--- src/rtl/load_store_unit_if.sv ---
// Bundle of the execute-stage request/response signals and the data-memory bus
// seen by the load/store unit.
//   master : the LSU side (accepts ops, returns responses, drives dmem requests).
//   slave  : the environment side (execute stage plus data memory).
interface load_store_unit_if;
  // Execute-stage request
  logic        req_valid;
  logic        req_ready;
  logic        mem_read;
  logic        mem_write;
  logic [2:0]  funct3;
  logic [31:0] addr;
  logic [31:0] store_data;
  logic [4:0]  rd;
  // Completion
  logic        resp_valid;
  logic [31:0] load_data;
  logic [4:0]  resp_rd;
  logic        exception;
  logic [1:0]  exc_cause;
  logic [31:0] exc_addr;
  // Data-memory bus
  logic        dmem_req;
  logic        dmem_we;
  logic [31:0] dmem_addr;
  logic [31:0] dmem_wdata;
  logic [3:0]  dmem_wstrb;
  logic        dmem_gnt;
  logic        dmem_rvalid;
  logic [31:0] dmem_rdata;

  modport master (
    input  req_valid, mem_read, mem_write, funct3, addr, store_data, rd,
    input  dmem_gnt, dmem_rvalid, dmem_rdata,
    output req_ready, resp_valid, load_data, resp_rd, exception, exc_cause, exc_addr,
    output dmem_req, dmem_we, dmem_addr, dmem_wdata, dmem_wstrb
  );

  modport slave (
    output req_valid, mem_read, mem_write, funct3, addr, store_data, rd,
    output dmem_gnt, dmem_rvalid, dmem_rdata,
    input  req_ready, resp_valid, load_data, resp_rd, exception, exc_cause, exc_addr,
    input  dmem_req, dmem_we, dmem_addr, dmem_wdata, dmem_wstrb
  );
endinterface

--- src/rtl/load_store_unit.sv ---
// RV32I load/store unit: accepts one memory op at a time from execute, checks
// legality/alignment, issues a single dmem bus transaction with lane formatting,
// extracts/extends load data and returns a one-cycle completion pulse. Bus waits
// are bounded by TIMEOUT_CYCLES (counted across REQ and WAIT).
// Ports:
//   clk   : clock, rising edge.
//   reset : synchronous, active-low.
//   lsu   : request/response and dmem bus signals (master view). All outputs registered.
module load_store_unit #(
  parameter int unsigned TIMEOUT_CYCLES = 255
) (
  input logic               clk,
  input logic               reset,
  load_store_unit_if.master lsu
);

  typedef enum logic [1:0] {StIdle, StReq, StWait, StResp} state_e;

  localparam logic [15:0] CntLimit     = 16'(TIMEOUT_CYCLES - 1);
  localparam logic [1:0]  CauseMisalig = 2'd1;
  localparam logic [1:0]  CauseIllegal = 2'd2;
  localparam logic [1:0]  CauseTimeout = 2'd3;

  state_e      state_q, state_d;
  logic [15:0] cnt_q, cnt_d;
  logic        is_load_q, is_load_d;
  logic [2:0]  funct3_q, funct3_d;
  logic [31:0] addr_q, addr_d;
  logic [4:0]  rd_q, rd_d;

  logic        req_ready_q, req_ready_d;
  logic        resp_valid_q, resp_valid_d;
  logic [31:0] load_data_q, load_data_d;
  logic [4:0]  resp_rd_q, resp_rd_d;
  logic        exception_q, exception_d;
  logic [1:0]  exc_cause_q, exc_cause_d;
  logic [31:0] exc_addr_q, exc_addr_d;
  logic        dmem_req_q, dmem_req_d;
  logic        dmem_we_q, dmem_we_d;
  logic [31:0] dmem_addr_q, dmem_addr_d;
  logic [31:0] dmem_wdata_q, dmem_wdata_d;
  logic [3:0]  dmem_wstrb_q, dmem_wstrb_d;

  logic        illegal, misaligned, timeout;
  logic [3:0]  st_strb;
  logic [31:0] st_wdata;
  logic [7:0]  ld_byte;
  logic [15:0] ld_half;
  logic [31:0] ld_data;

  // Decode of the op presented at the request port.
  always_comb begin
    illegal = (lsu.mem_read && lsu.mem_write) ||
              (lsu.mem_read && !(lsu.funct3 inside {3'd0, 3'd1, 3'd2, 3'd4, 3'd5})) ||
              (lsu.mem_write && !(lsu.funct3 inside {3'd0, 3'd1, 3'd2}));
    // funct3[1:0] encodes access size for every legal load/store.
    misaligned = ((lsu.funct3[1:0] == 2'd1) && lsu.addr[0]) ||
                 ((lsu.funct3[1:0] == 2'd2) && (lsu.addr[1:0] != 2'd0));
    unique case (lsu.funct3[1:0])
      2'd0: begin
        st_strb  = 4'b0001 << lsu.addr[1:0];
        st_wdata = {4{lsu.store_data[7:0]}};
      end
      2'd1: begin
        st_strb  = 4'b0011 << {lsu.addr[1], 1'b0};
        st_wdata = {2{lsu.store_data[15:0]}};
      end
      default: begin
        st_strb  = 4'b1111;
        st_wdata = lsu.store_data;
      end
    endcase
  end

  // Load extraction uses the captured op, since the data arrives later.
  always_comb begin
    ld_byte = lsu.dmem_rdata[{addr_q[1:0], 3'b000} +: 8];
    ld_half = addr_q[1] ? lsu.dmem_rdata[31:16] : lsu.dmem_rdata[15:0];
    unique case (funct3_q)
      3'd0:    ld_data = {{24{ld_byte[7]}}, ld_byte};
      3'd1:    ld_data = {{16{ld_half[15]}}, ld_half};
      3'd4:    ld_data = {24'd0, ld_byte};
      3'd5:    ld_data = {16'd0, ld_half};
      default: ld_data = lsu.dmem_rdata;
    endcase
  end

  assign timeout = (cnt_q == CntLimit);

  always_comb begin
    state_d      = state_q;
    cnt_d        = cnt_q;
    is_load_d    = is_load_q;
    funct3_d     = funct3_q;
    addr_d       = addr_q;
    rd_d         = rd_q;
    resp_valid_d = 1'b0;
    load_data_d  = '0;
    resp_rd_d    = '0;
    exception_d  = 1'b0;
    exc_cause_d  = '0;
    exc_addr_d   = '0;
    dmem_req_d   = dmem_req_q;
    dmem_we_d    = dmem_we_q;
    dmem_addr_d  = dmem_addr_q;
    dmem_wdata_d = dmem_wdata_q;
    dmem_wstrb_d = dmem_wstrb_q;

    unique case (state_q)
      StIdle: begin
        if (lsu.req_valid) begin
          is_load_d = lsu.mem_read;
          funct3_d  = lsu.funct3;
          addr_d    = lsu.addr;
          rd_d      = lsu.rd;
          if (!lsu.mem_read && !lsu.mem_write) begin
            state_d      = StResp;
            resp_valid_d = 1'b1;
            resp_rd_d    = lsu.rd;
          end else if (illegal || misaligned) begin
            state_d      = StResp;
            resp_valid_d = 1'b1;
            resp_rd_d    = lsu.rd;
            exception_d  = 1'b1;
            exc_cause_d  = illegal ? CauseIllegal : CauseMisalig;
            exc_addr_d   = lsu.addr;
          end else begin
            state_d      = StReq;
            cnt_d        = '0;
            dmem_req_d   = 1'b1;
            dmem_we_d    = lsu.mem_write;
            dmem_addr_d  = {lsu.addr[31:2], 2'b00};
            dmem_wdata_d = lsu.mem_write ? st_wdata : '0;
            dmem_wstrb_d = lsu.mem_write ? st_strb : '0;
          end
        end
      end
      StReq: begin
        cnt_d = cnt_q + 16'd1;
        if (lsu.dmem_gnt || timeout) begin
          dmem_req_d   = 1'b0;
          dmem_we_d    = 1'b0;
          dmem_addr_d  = '0;
          dmem_wdata_d = '0;
          dmem_wstrb_d = '0;
        end
        // Grant wins over a coincident timeout.
        if (lsu.dmem_gnt) begin
          if (is_load_q) begin
            state_d = StWait;
          end else begin
            state_d      = StResp;
            resp_valid_d = 1'b1;
            resp_rd_d    = rd_q;
          end
        end else if (timeout) begin
          state_d      = StResp;
          resp_valid_d = 1'b1;
          resp_rd_d    = rd_q;
          exception_d  = 1'b1;
          exc_cause_d  = CauseTimeout;
          exc_addr_d   = addr_q;
        end
      end
      StWait: begin
        cnt_d = cnt_q + 16'd1;
        if (lsu.dmem_rvalid) begin
          state_d      = StResp;
          resp_valid_d = 1'b1;
          resp_rd_d    = rd_q;
          load_data_d  = ld_data;
        end else if (timeout) begin
          state_d      = StResp;
          resp_valid_d = 1'b1;
          resp_rd_d    = rd_q;
          exception_d  = 1'b1;
          exc_cause_d  = CauseTimeout;
          exc_addr_d   = addr_q;
        end
      end
      StResp:  state_d = StIdle;
      default: state_d = StIdle;
    endcase

    req_ready_d = (state_d == StIdle);
  end

  always_ff @(posedge clk) begin
    if (!reset) begin
      state_q      <= StIdle;
      cnt_q        <= '0;
      is_load_q    <= 1'b0;
      funct3_q     <= '0;
      addr_q       <= '0;
      rd_q         <= '0;
      req_ready_q  <= 1'b1;
      resp_valid_q <= 1'b0;
      load_data_q  <= '0;
      resp_rd_q    <= '0;
      exception_q  <= 1'b0;
      exc_cause_q  <= '0;
      exc_addr_q   <= '0;
      dmem_req_q   <= 1'b0;
      dmem_we_q    <= 1'b0;
      dmem_addr_q  <= '0;
      dmem_wdata_q <= '0;
      dmem_wstrb_q <= '0;
    end else begin
      state_q      <= state_d;
      cnt_q        <= cnt_d;
      is_load_q    <= is_load_d;
      funct3_q     <= funct3_d;
      addr_q       <= addr_d;
      rd_q         <= rd_d;
      req_ready_q  <= req_ready_d;
      resp_valid_q <= resp_valid_d;
      load_data_q  <= load_data_d;
      resp_rd_q    <= resp_rd_d;
      exception_q  <= exception_d;
      exc_cause_q  <= exc_cause_d;
      exc_addr_q   <= exc_addr_d;
      dmem_req_q   <= dmem_req_d;
      dmem_we_q    <= dmem_we_d;
      dmem_addr_q  <= dmem_addr_d;
      dmem_wdata_q <= dmem_wdata_d;
      dmem_wstrb_q <= dmem_wstrb_d;
    end
  end

  assign lsu.req_ready  = req_ready_q;
  assign lsu.resp_valid = resp_valid_q;
  assign lsu.load_data  = load_data_q;
  assign lsu.resp_rd    = resp_rd_q;
  assign lsu.exception  = exception_q;
  assign lsu.exc_cause  = exc_cause_q;
  assign lsu.exc_addr   = exc_addr_q;
  assign lsu.dmem_req   = dmem_req_q;
  assign lsu.dmem_we    = dmem_we_q;
  assign lsu.dmem_addr  = dmem_addr_q;
  assign lsu.dmem_wdata = dmem_wdata_q;
  assign lsu.dmem_wstrb = dmem_wstrb_q;

endmodule

--- src/flat_wrapper.sv ---
// flat-port wrapper written by rule: the top's interface ports become plain ports
module load_store_unit_flat 
#(
  parameter int unsigned TIMEOUT_CYCLES = 255
)
  (clk, reset, lsu_req_valid, lsu_mem_read, lsu_mem_write, lsu_funct3, lsu_addr, lsu_store_data, lsu_rd, lsu_dmem_gnt, lsu_dmem_rvalid, lsu_dmem_rdata, lsu_req_ready, lsu_resp_valid, lsu_load_data, lsu_resp_rd, lsu_exception, lsu_exc_cause, lsu_exc_addr, lsu_dmem_req, lsu_dmem_we, lsu_dmem_addr, lsu_dmem_wdata, lsu_dmem_wstrb);
  load_store_unit_if lsu_i ();
  input logic clk;
  input logic reset;
  input wire logic [$bits(lsu_i.req_valid)-1:0] lsu_req_valid;
  input wire logic [$bits(lsu_i.mem_read)-1:0] lsu_mem_read;
  input wire logic [$bits(lsu_i.mem_write)-1:0] lsu_mem_write;
  input wire logic [$bits(lsu_i.funct3)-1:0] lsu_funct3;
  input wire logic [$bits(lsu_i.addr)-1:0] lsu_addr;
  input wire logic [$bits(lsu_i.store_data)-1:0] lsu_store_data;
  input wire logic [$bits(lsu_i.rd)-1:0] lsu_rd;
  input wire logic [$bits(lsu_i.dmem_gnt)-1:0] lsu_dmem_gnt;
  input wire logic [$bits(lsu_i.dmem_rvalid)-1:0] lsu_dmem_rvalid;
  input wire logic [$bits(lsu_i.dmem_rdata)-1:0] lsu_dmem_rdata;
  output wire logic [$bits(lsu_i.req_ready)-1:0] lsu_req_ready;
  output wire logic [$bits(lsu_i.resp_valid)-1:0] lsu_resp_valid;
  output wire logic [$bits(lsu_i.load_data)-1:0] lsu_load_data;
  output wire logic [$bits(lsu_i.resp_rd)-1:0] lsu_resp_rd;
  output wire logic [$bits(lsu_i.exception)-1:0] lsu_exception;
  output wire logic [$bits(lsu_i.exc_cause)-1:0] lsu_exc_cause;
  output wire logic [$bits(lsu_i.exc_addr)-1:0] lsu_exc_addr;
  output wire logic [$bits(lsu_i.dmem_req)-1:0] lsu_dmem_req;
  output wire logic [$bits(lsu_i.dmem_we)-1:0] lsu_dmem_we;
  output wire logic [$bits(lsu_i.dmem_addr)-1:0] lsu_dmem_addr;
  output wire logic [$bits(lsu_i.dmem_wdata)-1:0] lsu_dmem_wdata;
  output wire logic [$bits(lsu_i.dmem_wstrb)-1:0] lsu_dmem_wstrb;
  assign lsu_i.req_valid = lsu_req_valid;
  assign lsu_i.mem_read = lsu_mem_read;
  assign lsu_i.mem_write = lsu_mem_write;
  assign lsu_i.funct3 = lsu_funct3;
  assign lsu_i.addr = lsu_addr;
  assign lsu_i.store_data = lsu_store_data;
  assign lsu_i.rd = lsu_rd;
  assign lsu_i.dmem_gnt = lsu_dmem_gnt;
  assign lsu_i.dmem_rvalid = lsu_dmem_rvalid;
  assign lsu_i.dmem_rdata = lsu_dmem_rdata;
  assign lsu_req_ready = lsu_i.req_ready;
  assign lsu_resp_valid = lsu_i.resp_valid;
  assign lsu_load_data = lsu_i.load_data;
  assign lsu_resp_rd = lsu_i.resp_rd;
  assign lsu_exception = lsu_i.exception;
  assign lsu_exc_cause = lsu_i.exc_cause;
  assign lsu_exc_addr = lsu_i.exc_addr;
  assign lsu_dmem_req = lsu_i.dmem_req;
  assign lsu_dmem_we = lsu_i.dmem_we;
  assign lsu_dmem_addr = lsu_i.dmem_addr;
  assign lsu_dmem_wdata = lsu_i.dmem_wdata;
  assign lsu_dmem_wstrb = lsu_i.dmem_wstrb;
  load_store_unit #(.TIMEOUT_CYCLES(TIMEOUT_CYCLES)) u_core (.clk(clk), .reset(reset), .lsu(lsu_i));
endmodule
--- config.mk ---
export PLATFORM = sky130hd
export DESIGN_NAME = load_store_unit_flat
export DESIGN_NICKNAME = d
export VERILOG_FILES = /design/src/rtl/load_store_unit_if.sv /design/src/rtl/load_store_unit.sv /design/src/flat_wrapper.sv
export SDC_FILE = /design/constraint.sdc
export NUM_CORES = 1
export LEC_CHECK = 0
export CAP_MARGIN = 10
export CORE_MARGIN = 3
export CORE_UTILIZATION = 50
export CTS_CLUSTER_SIZE = 12
export DETAILED_ROUTE_END_ITERATION = 16
export PLACE_DENSITY = 0.95
export SETUP_SLACK_MARGIN = 0.2
export SYNTH_ARGS = -nofsm -noshare
export SYNTH_HDL_FRONTEND = slang
export SYNTH_SLANG_ARGS = --single-unit
--- constraint.sdc ---
create_clock -name clk -period 3.65 [get_ports clk]
set_input_delay 0.73 -clock clk [delete_from_list [all_inputs] [get_ports clk]]
set_output_delay 0.73 -clock clk [all_outputs]
set_load 0.005 [all_outputs]
==> results of run 1 <==
## path summary, 6_finish.rpt
kind,startpoint,to,cells past startpoint
max,lsu_addr[1],u_core.lsu.dmem_addr[7]$_SDFFE_PN0P_,7
min,u_core.addr_q[30]$_SDFFE_PN0P_,u_core.addr_q[30]$_SDFFE_PN0P_,2
max reg2reg,u_core.addr_q[1]$_SDFFE_PN0P_,u_core.lsu.load_data[10]$_SDFF_PN0_,5
min reg2reg,u_core.addr_q[30]$_SDFFE_PN0P_,u_core.addr_q[30]$_SDFFE_PN0P_,2
## area by class of cell
class | count | area [um^2]
Sequential cell | 201 | 4020
Fill cell | 1130 | 4580
Inverter | 18 | 67.6
Clock inverter | 1 | 8.76
Tap cell | 216 | 270
Antenna cell | 1 | 2.50
Timing Repair Buffer | 270 | 2680
Clock buffer | 27 | 578
Multi-Input combinational cell | 649 | 3900
## state kept, by name (all words and copies together), names as in the netlist, 2 cells and up
register               count
u_core.lsu.exc_cause       2
u_core.lsu.dmem_wstrb      4
u_core.lsu.dmem_addr      30
u_core.funct3_q            3
u_core.lsu.resp_rd         5
u_core.lsu.load_data      32
u_core.rd_q                5
u_core.lsu.dmem_wdata     32
u_core.addr_q             32
u_core.lsu.exc_addr       32
u_core.state_q             2
u_core.cnt_q              16
## through the flow
step	hold WS, ns	total power, uW	instances
after floorplan	0.433	3950	939
after global placement	0.441	4640	1354
after detailed placement	0.446	4700	1354
after CTS	0.454	6590	1382
after global routing	0.472	6900	1383
final	0.453	6570	1383
## cell families after synthesis
logic type      Yosys count  share of synthesized area [%]
buf+inv                  89                           5.40
mux                      69                           8.53
fa+ha+maj                 6                          0.899
simple gates            339                           18.1
flops                   201                           48.2
other cells               1                         0.0449
compound gates          233                           18.9
## placed cells by master, fill, tap and decap left out, drive strengths merged, types with 3 or more instances in the layout
master / n
and2: 6
a31oi: 4
dfxtp: 201
and3: 7
nand4: 8
a22oi: 32
ha: 6
a221oi: 8
mux2i: 52
nand3: 5
nor2b: 4
a22o: 35
mux2: 17
o211ai: 3
clkbuf: 27
a21oi: 86
nand2b: 12
nor3: 14
inv: 18
clkdlybuf4s50: 251
o21ai: 25
a21boi: 8
buf: 19
o31ai: 3
or3: 9
nand2: 199
nor2: 64
o22ai: 15
## where the power goes
group	switching, uW	internal (uW)
Sequential	176	2470
Clock	788	1090
Combinational	1090	948
Total	2060	4510
## tightest hold or removal path, cell delays in order (launching register included)
cell	delay, ns
dfxtp_1	0.30
nand2_1	0.05
a21oi_1	0.05
## routing by layer
layer / GRT usage [%] / up-vias / part of all wire (%)
met5: 0 / - / 0
met4: 10.6 / 0 / 3.9
met3: 4.79 / 67 / 7.7
met2: 45.9 / 372 / 50
met1: 30.2 / 3708 / 38
li1: - / 3711 / -
==> results.md, run 1 <==
* Status: finished clean
* Placed cell area at 10900 um^2
* Buffers & Inverters on Critical Path at 2
* Post-synth EDFFs at 0
* Worst vdd rail ir drop at 0.000334 V
* Vias at 7858
* Fin. max-slew vios at 0
* Net count reported at finish at 1278
* WS Path Type: input port to flip-flop
* RSZ-0062 raised after global routing: no
* HPWL after DPL at 17.0 mm
* Die area at 18300 um^2
* Top cell type's share of synthesized area at roughly 48%
* Initial antenna violation count at 1
* Yosys Warn Count at 0
* Largest net degree at the start of global routing at 59
* Synth Flop Type: dfxtp_1
* Die width at 135 um
* Slew HR at 36.1%
* Clock slew at reported path FFs at 0.06 ns
* Vias in the first global route at 7710
* Post-cts repair resize count at 0
* Placeable Area at 16100 um^2
* Synth Register Bits at 201
* Post-CTS setup buffer count at 0
* Antenna Nets Post-Route at 0
* Vias/cell at 5.68
* Top-count cell post-synth: dfxtp_1
* CTS Hold Bufs at 0
* Sequential area share after synthesis at 48.2%
* Share of synthesized registers carrying an async set or reset at 0%
* Post-Layout Inst Area at 11500 um^2
* Yosys top cell by area: dfxtp_1
* Synth area leaders: dfxtp_1 48%, nand2_1 8.9%, mux2i_1 6.2%, a21oi_1 5.2%, a22o_1 3.7%
* Setup tns final at 0 ns
* Final min period at around 2.6 ns
* Clock latency on the worst-skew pair at about 0.48 ns
* Kind of cell adding the most delay to the critical path: buffers and inverters
* CTS Buf Count at 21
* Global route overflow at 0
* Final Util at 71.6%
* CP max-delay cell: clkdlybuf4s50_1
* CTS tree: built
* Post-Syn Area at roughly 8300 um^2
* WP data arrival at 2.96 ns
* TritonRoute pass-1 iters at 5
* Pwr/cell area at around 570 nW/um^2
* Final hold violation count at 0
* Library cells used by synthesis at 62
* Post-synthesis cell count at 938
* Port Buffers at 252
* Crit-path cells: clkdlybuf4s50_1 > o21ai_0 > o21ai_2 > or3_4 > nor4_4 > buf_4 > a22o_1
* Pre-CTS setup slack at 0.598 ns
* Chip Height at 135 um
* Slew @ Worst Pin at 0.957 ns
* Synthesized area per cell at 8.90 um^2
* R2R setup slack at 1.37 ns
* Routed WL at between 20 and 25 mm
* Synth-to-layout area growth at 38.1%
* Layout cells sized above 1 at 6.86%
* List of most frequent post-synthesis cells: 201 x dfxtp_1, 199 x nand2_1, 86 x a21oi_1, 64 x nor2_1, 52 x mux2i_1
* Initial Util at about 52%
* Min-delay worst type: flip-flop to flip-flop
* WL/cell at around 18 um
* Crit. End Element: flip-flop
* Crit path max fanout at 30
* Clk sinks at 201
* Fmax at 0.392 GHz
* Setup Skew at 0.00943 ns
* I/O Pins at approximately 260
* Worst EP required at 4.06 ns
* CTS Buffer Depth at 3
* FP Rows at 46
* Finish-stage setup viols at 0
* Initial DRC count at 726
* Final setup margin at 1.10 ns
* Global-route wire length before repair at 39.0 mm
* CP peak stage delay at 0.58 ns
* Global-route usage over all layers at 25.7%
* GPL Wtd Cong at 0.848
* Drc violations at 0
* LEAKAGE at 0.00422 uW
* Crit path launch type: input port
* Clk root buf: clkbuf_16
* Final Cycle Share at between 60% and 70%
* Max-Cap Viols at 0
* # H-tree levels at 1
No activity file was read; power rests on OpenSTA's default activity.
==> run 2: changes to the inputs <==
--- a/config.mk
+++ b/config.mk
@@ -7,10 +7,10 @@
 export LEC_CHECK = 0
 export CAP_MARGIN = 10
 export CORE_MARGIN = 3
-export CORE_UTILIZATION = 50
+export CORE_UTILIZATION = 42
 export CTS_CLUSTER_SIZE = 12
 export DETAILED_ROUTE_END_ITERATION = 16
-export PLACE_DENSITY = 0.95
+export PLACE_DENSITY = 0.86
 export SETUP_SLACK_MARGIN = 0.2
 export SYNTH_ARGS = -nofsm -noshare
 export SYNTH_HDL_FRONTEND = slang
==> constraint.sdc (replaced) <==
create_clock -name clk -period 2.2 [get_ports clk]
set_input_delay 0.44 -clock clk [delete_from_list [all_inputs] [get_ports clk]]
set_output_delay 0.44 -clock clk [all_outputs]
set_load 0.005 [all_outputs]
==> run 2 against run 1 <==
  * Largest power group unchanged
  * Via count is 1.3% higher
  * Critical endpoint is now u_core.cnt_q[11]$_SDFFE_PN0P_
  * Sequential power is 66% higher
  * Combinational power is 89% higher
  * Die area is 18% higher
  * Non-clock buffer count is 32 higher
  * Worst hold slack worse by 0.072 ns
  * Sequential share of layout area is 1.5 points lower
  * Worst setup slack worse by 0.87 ns
  * Design area is 4.6% higher
  * Clock-buffer cell count is 2 higher
  * Total power is 78% higher
  * Highest routed layer unchanged
==> results.md, run 2 (same netlist as run 1, synthesis figures left out) <==
* Most common cell after layout, fill and taps aside: clkdlybuf4s50_1
* # H-tree levels at 1
* Clk network pwr share at 29.6%
* Status: finished clean
* Kind of cell adding the most delay to the critical path: compound AO/OA/AOI/OAI gates
* Logic pwr share at 32.9%
* Global-route wire length before repair at 41.5 mm
* RSZ-0062 raised after global routing: yes
* Synth-to-layout area growth at 44.5%
* Slew @ Worst Pin at ~0.85 ns
* CTS Buf Count at 22
* Switch share at between 30% and 40%
* Crit path launch type: flip-flop
* Port Buffers at around 250
* GPL Wtd Cong at 0.915
* Reg2Reg Launch Point: u_core.state_q[0]$_SDFF_PN0_
* Final hold violation count at 0
* Vias at about 8000
* Largest net degree at the start of global routing at 54
* Vias/cell at about 5.4
* Layout cells sized above 1 at 11.2%
* Slew HR at a little over two fifths
* Die area at 21600 um^2
* Worst EP required at 2.58 ns
* WS Path Type: flip-flop to flip-flop
* Final Cycle Share at about 90%
* Internal at between 8000 and 9000 uW
* Hold Startpoint: reset
* Antenna Nets Post-Route at 0
* FP Rows at 50
* Chip Height at between 100 and 150 um
* Routed WL at 26.0 mm
* Worst vdd rail ir drop at 0.000465 V
* Clk sinks at about 200
* HPWL after DPL at around 18 mm
* Final min period at 1.97 ns
* Initial Util at a little over two fifths
* Sw power at 3660 uW
* Pwr/cell area at 970 nW/um^2
* TritonRoute pass-1 iters at 5
* CTS tree: built
* I/O Pins at 255
* Setup Skew at 0.00835 ns
* Global route overflow at 0
* Initial antenna violation count at 2
* Final setup margin at 0.226 ns
* Fillers at 1550
* CP peak stage delay at 0.42 ns
* Fmax at 0.507 GHz
* CTS Hold Bufs at 0
* Sequential cell area at 4030 um^2
* Buffers & Inverters on Critical Path at 1
* Power, Total at 11700 uW
* Crit-path cells: ha_2 > or3b_4 > o32a_1 > buf_4 > a21oi_1 > o22ai_1
* Clk root buf: clkbuf_16
* Most frequent cells in the layout: 244 x clkdlybuf4s50_1, 198 x nand2_1, 197 x dfxtp_1, 83 x a21oi_1, 64 x nor2_1
* CP Launch Point: u_core.state_q[0]$_SDFF_PN0_
* LEAKAGE at 0.00448 uW
* Clock slew at reported path FFs at 0.06 ns
* Footprint of the multi-input gates at between 3000 and 4000 um^2
* Pre-CTS setup slack at -0.415 ns
* Sequential power share at 37.5%
* Placed cell area at 11200 um^2
* Clock latency on the worst-skew pair at roughly 0.5 ns
* Crit path max fanout at 8
* Placeable Area at 19100 um^2
* CP max-delay cell: or3b_4
* Die width at 147 um
* Finish-stage setup viols at 0
* Min-delay worst type: input port to flip-flop
* Vias in the first global route at 7887
* CTS Buffer Depth at 3
* Initial DRC count at 492
* WP data arrival at 2.36 ns
* Max-Cap Viols at 0
* Worst hold slack at about 0.38 ns
* Crit. End Element: flip-flop
* Drc violations at 0
* Net count reported at finish at 1311
* Post-Layout Inst Area at 12100 um^2
* WL/cell at 17.7 um
* Global-route usage over all layers at 23.0%
* Fin. max-slew vios at 0
==> run 2: tightest hold or removal path, stage by stage <==
cell     delay (ns)
buf_2          0.14
o31ai_1        0.07
nor2_1         0.05
a21oi_1        0.14
==> run 2: path summary, 6_finish.rpt <==
path                                                        end  slack [ns]  depth (start not counted)
worst max-delay path              u_core.cnt_q[11]$_SDFFE_PN0P_        0.23                          6
worst min-delay path            u_core.lsu.req_ready$_SDFF_PN1_        0.38                          4
worst max register to register    u_core.cnt_q[11]$_SDFFE_PN0P_        0.23                          6
worst min register to register      u_core.rd_q[0]$_SDFFE_PN0P_        0.45                          2
==> run 2: metrics by stage <==
step / utilization, % / std cells / setup TNS [ns]
after floorplan: - / 939 / 0
after global placement: 58.8 / 1428 / -27.95
after detailed placement: 58.8 / 1428 / -32.35
after CTS: 62.7 / 1464 / 0
after global routing: 63.0 / 1466 / 0
final: 63.0 / 1466 / 0
==> run 2: repair_timing <==
action,CTS,global route
gates resized for setup,15,22
endpoints found under the setup margin,66,116
cloned,1,0
setup buffers,1,0
pin swaps,1,3
==> run 2: per-layer routing <==
layer | GRT usage [%] | vias to the layer above | share of wire [%]
met4 | 8.53 | 0 | 3.5
met3 | 4.38 | 64 | 7.4
met1 | 28.6 | 3751 | 39
li1 | - | 3773 | -
met5 | 0 | - | 0
met2 | 39.7 | 374 | 50
==> run 2: layout make-up <==
type | instances | area share [%]
Clock buffer | 29 | 5.03
Multi-Input combinational cell | 649 | 32.9
Tap cell | 260 | 2.70
Sequential cell | 201 | 33.4
Clock inverter | 5 | 0.539
Inverter | 18 | 0.560
Antenna cell | 2 | 0.0415
Timing Repair Buffer | 302 | 24.8
==> run 2: power by group through the flow <==
| stage | clock [uW] | combinational (uW) | sequential [uW] |
|---|---|---|---|
| after floorplan | 0 | 2150 | 4400 |
| after global placement | 0 | 3490 | 4430 |
| after detailed placement | 0 | 3570 | 4440 |
| after CTS | 3510 | 3770 | 4370 |
| after global routing | 3670 | 4160 | 4440 |
| final | 3470 | 3850 | 4390 |
==> run 3: changes to the inputs <==
--- a/config.mk
+++ b/config.mk
@@ -5,7 +5,8 @@
 export SDC_FILE = /design/constraint.sdc
 export NUM_CORES = 1
 export LEC_CHECK = 0
-export CAP_MARGIN = 10
+export CAP_MARGIN = 20
+export CORE_ASPECT_RATIO = 1.2
 export CORE_MARGIN = 3
 export CORE_UTILIZATION = 42
 export CTS_CLUSTER_SIZE = 12
==> run 3 against run 2 <==
  * Combinational power about the same
  * Die area about the same
  * Sequential power about the same
  * Clock power increased by 1%
  * Non-clock buffer count decreased by 1
  * Global-route usage decreased by 0.67 points
  * Total power increased by 0.53%
  * Register-to-register slack improved by 0.04 ns
  * Wire length decreased by 0.99%
  * Critical path type is now input port to flip-flop
  * Highest routed layer is now met5
==> results.md, run 3 (same netlist as run 1, synthesis figures left out) <==
* Fin. max-slew vios at 0
* Max-Cap Viols at 0
* Sequential power share at 37.3%
* Placed cell area at 11200 um^2
* # H-tree levels at 1
* Worst setup endpoint: u_core.lsu.dmem_addr[19]$_SDFFE_PN0P_
* Die area at 21600 um^2
* Crit. End Element: flip-flop
* Clk sinks at 201
* Setup Skew at 0.0122 ns
* WS Path Type: input port to flip-flop
* Clock slew at reported path FFs at 0.06 ns
* Non-Filler Instances at about 1500
* Fillers at 1484
* Vias/cell at 5.44
* Crit path launch type: input port
* CTS Buffer Depth at 3
* Switch share at 31.3%
* Global-route wire length before repair at ~40 mm
* Slew @ Worst Pin at 0.654 ns
* Pwr/cell area at 972 nW/um^2
* WP data arrival at 2.44 ns
* R2R setup slack at 0.27 ns
* Final setup margin at 0.207 ns
* Placeable Area at 19200 um^2
* RSZ-0062 raised after global routing: no
* GPL Wtd Cong at slightly above 0.9
* Final min period at 1.99 ns
* CP Launch Point: lsu_req_valid
* Internal at 8080 uW
* CTS Hold Bufs at 0
* Clock latency on the worst-skew pair at 0.50 ns
* Synth-to-layout area growth at 45.0%
* Initial Util at 43.5%
* Antenna Nets Post-Route at 0
* Most common cell after layout, fill and taps aside: clkdlybuf4s50_1
* Min-delay worst type: input port to flip-flop
* Finish-stage setup viols at 0
* Net count reported at finish at 1310
* Vias at 7924
* Pre-CTS setup slack at -0.362 ns
* Worst EP required at 2.64 ns
* Post-Layout Inst Area at about 12000 um^2
* Chip Height at 160 um
* CTS Buf Count at 22
* Initial antenna violation count at 2
* Clk root buf: clkbuf_16
* TritonRoute pass-1 iters at 5
* Status: finished clean
* Crit path max fanout at 8
* Final Cycle Share at 90.6%
* Worst vdd rail ir drop at 0.000535 V
* Drc violations at 0
* Global route overflow at 0
* LEAKAGE at 0.00453 uW
* Slew HR at a little under three fifths
* Global-route usage over all layers at 22.3%
* Fmax at between 0.5 and 0.6 GHz
* Reg2reg end: u_core.lsu.dmem_wstrb[1]$_SDFFE_PN0P_
* Vias in the first global route at 7819
* Layout cells sized above 1 at 10.9%
* Power, Total at 11800 uW
* I/O Pins at about 260
* Most frequent cells in the layout: 244 x clkdlybuf4s50_1, 199 x dfxtp_1, 198 x nand2_1, 84 x a21oi_1, 64 x nor2_1
* HPWL after DPL at 17.5 mm
* Die width at around 130 um
* Final hold violation count at 0
* CTS tree: built
* Placed cells at 1418
* Initial DRC count at roughly 630
* Largest net degree at the start of global routing at 54
* Port Buffers at 252
* Reg2Reg Launch Point: u_core.cnt_q[8]$_SDFFE_PN0P_
* Final Util at 63.1%
* FP Rows at 55
* Routed WL at 25.7 mm
* Logic pwr share at between 30 and 40%
* WL/cell at 17.6 um
* Hold Path Stages at 3
* Clk network pwr share at 29.9%
* Reg2reg path depth at 7
* Sw power at 3690 uW
-- run 3: cell types whose count changed in the layout (fill, tap and decap cells not counted), sizes merged --
cell	change
dlymetal6s2s	+5
clkinv	-2
bufbuf	-1
diode	-1
dlygate4sd2	-5
clkbuf	-1
-- run 3: final cells by class --
type / count / area (um^2) / area share, %
well taps: 256 / 320 / 2.65
clock inverters: 3 / 50.0 / 0.413
repair buffers: 301 / 3030 / 25.0
inverters: 18 / 67.6 / 0.558
multi-input cells: 649 / 3990 / 32.9
flip-flops and latches: 201 / 4030 / 33.3
clock buffers: 28 / 624 / 5.16
diodes: 1 / 2.50 / 0.0207
-- run 3: metal layers --
metal,wire length (um),track usage (%),share of wire (%)
met5,13,0,0.051
met4,1110,9.63,4.3
met3,1570,3.76,6.1
met2,12800,39.0,50
met1,10200,26.8,40
-- run 3: worst min path at each step --
stage                                              from                              end  slack, ns
final                                      lsu_mem_read    u_core.is_load_q$_SDFFE_PN0P_       0.32
after global routing                       lsu_mem_read    u_core.is_load_q$_SDFFE_PN0P_       0.32
after CTS                                         reset  u_core.lsu.req_ready$_SDFF_PN1_       0.39
after detailed placement  u_core.addr_q[6]$_SDFFE_PN0P_    u_core.addr_q[6]$_SDFFE_PN0P_       0.45
after global placement    u_core.addr_q[6]$_SDFFE_PN0P_    u_core.addr_q[6]$_SDFFE_PN0P_       0.44
after floorplan           u_core.is_load_q$_SDFFE_PN0P_    u_core.is_load_q$_SDFFE_PN0P_       0.43
-- run 3: through the flow --
stage / setup TNS, ns / hold WS, ns
after global routing: 0 / 0.323
after detailed placement: -28.75 / 0.446
after global placement: -22.15 / 0.441
final: 0 / 0.317
after floorplan: 0 / 0.433
after CTS: 0 / 0.386
-- run 3: power groups by stage --
| stage | Sequential, uW | Clock (uW) | Combinational [uW] |
|---|---|---|---|
| floorplan | 4400 | 0 | 2150 |
| global placement | 4430 | 0 | 3480 |
| detailed placement | 4430 | 0 | 3550 |
| CTS | 4370 | 3560 | 3720 |
| global route | 4440 | 3730 | 4150 |
| finish | 4390 | 3520 | 3860 |
-- run 3: critical path, stage by stage --
cell and delay, ns:
clkdlybuf4s50_1 0.52, o21ai_1 0.11, buf_4 0.16, or3_4 0.39, nor4_4 0.34, buf_6 0.19
buf_8 0.13, a22o_1 0.14
-- run 3: timing repair --
item / in CTS / in global routing
gates cloned: 1 / 2
pin swaps: 1 / 8
resized for setup: 7 / 39
setup endpoints to repair: 74 / 132
buffers inserted: 2 / 2
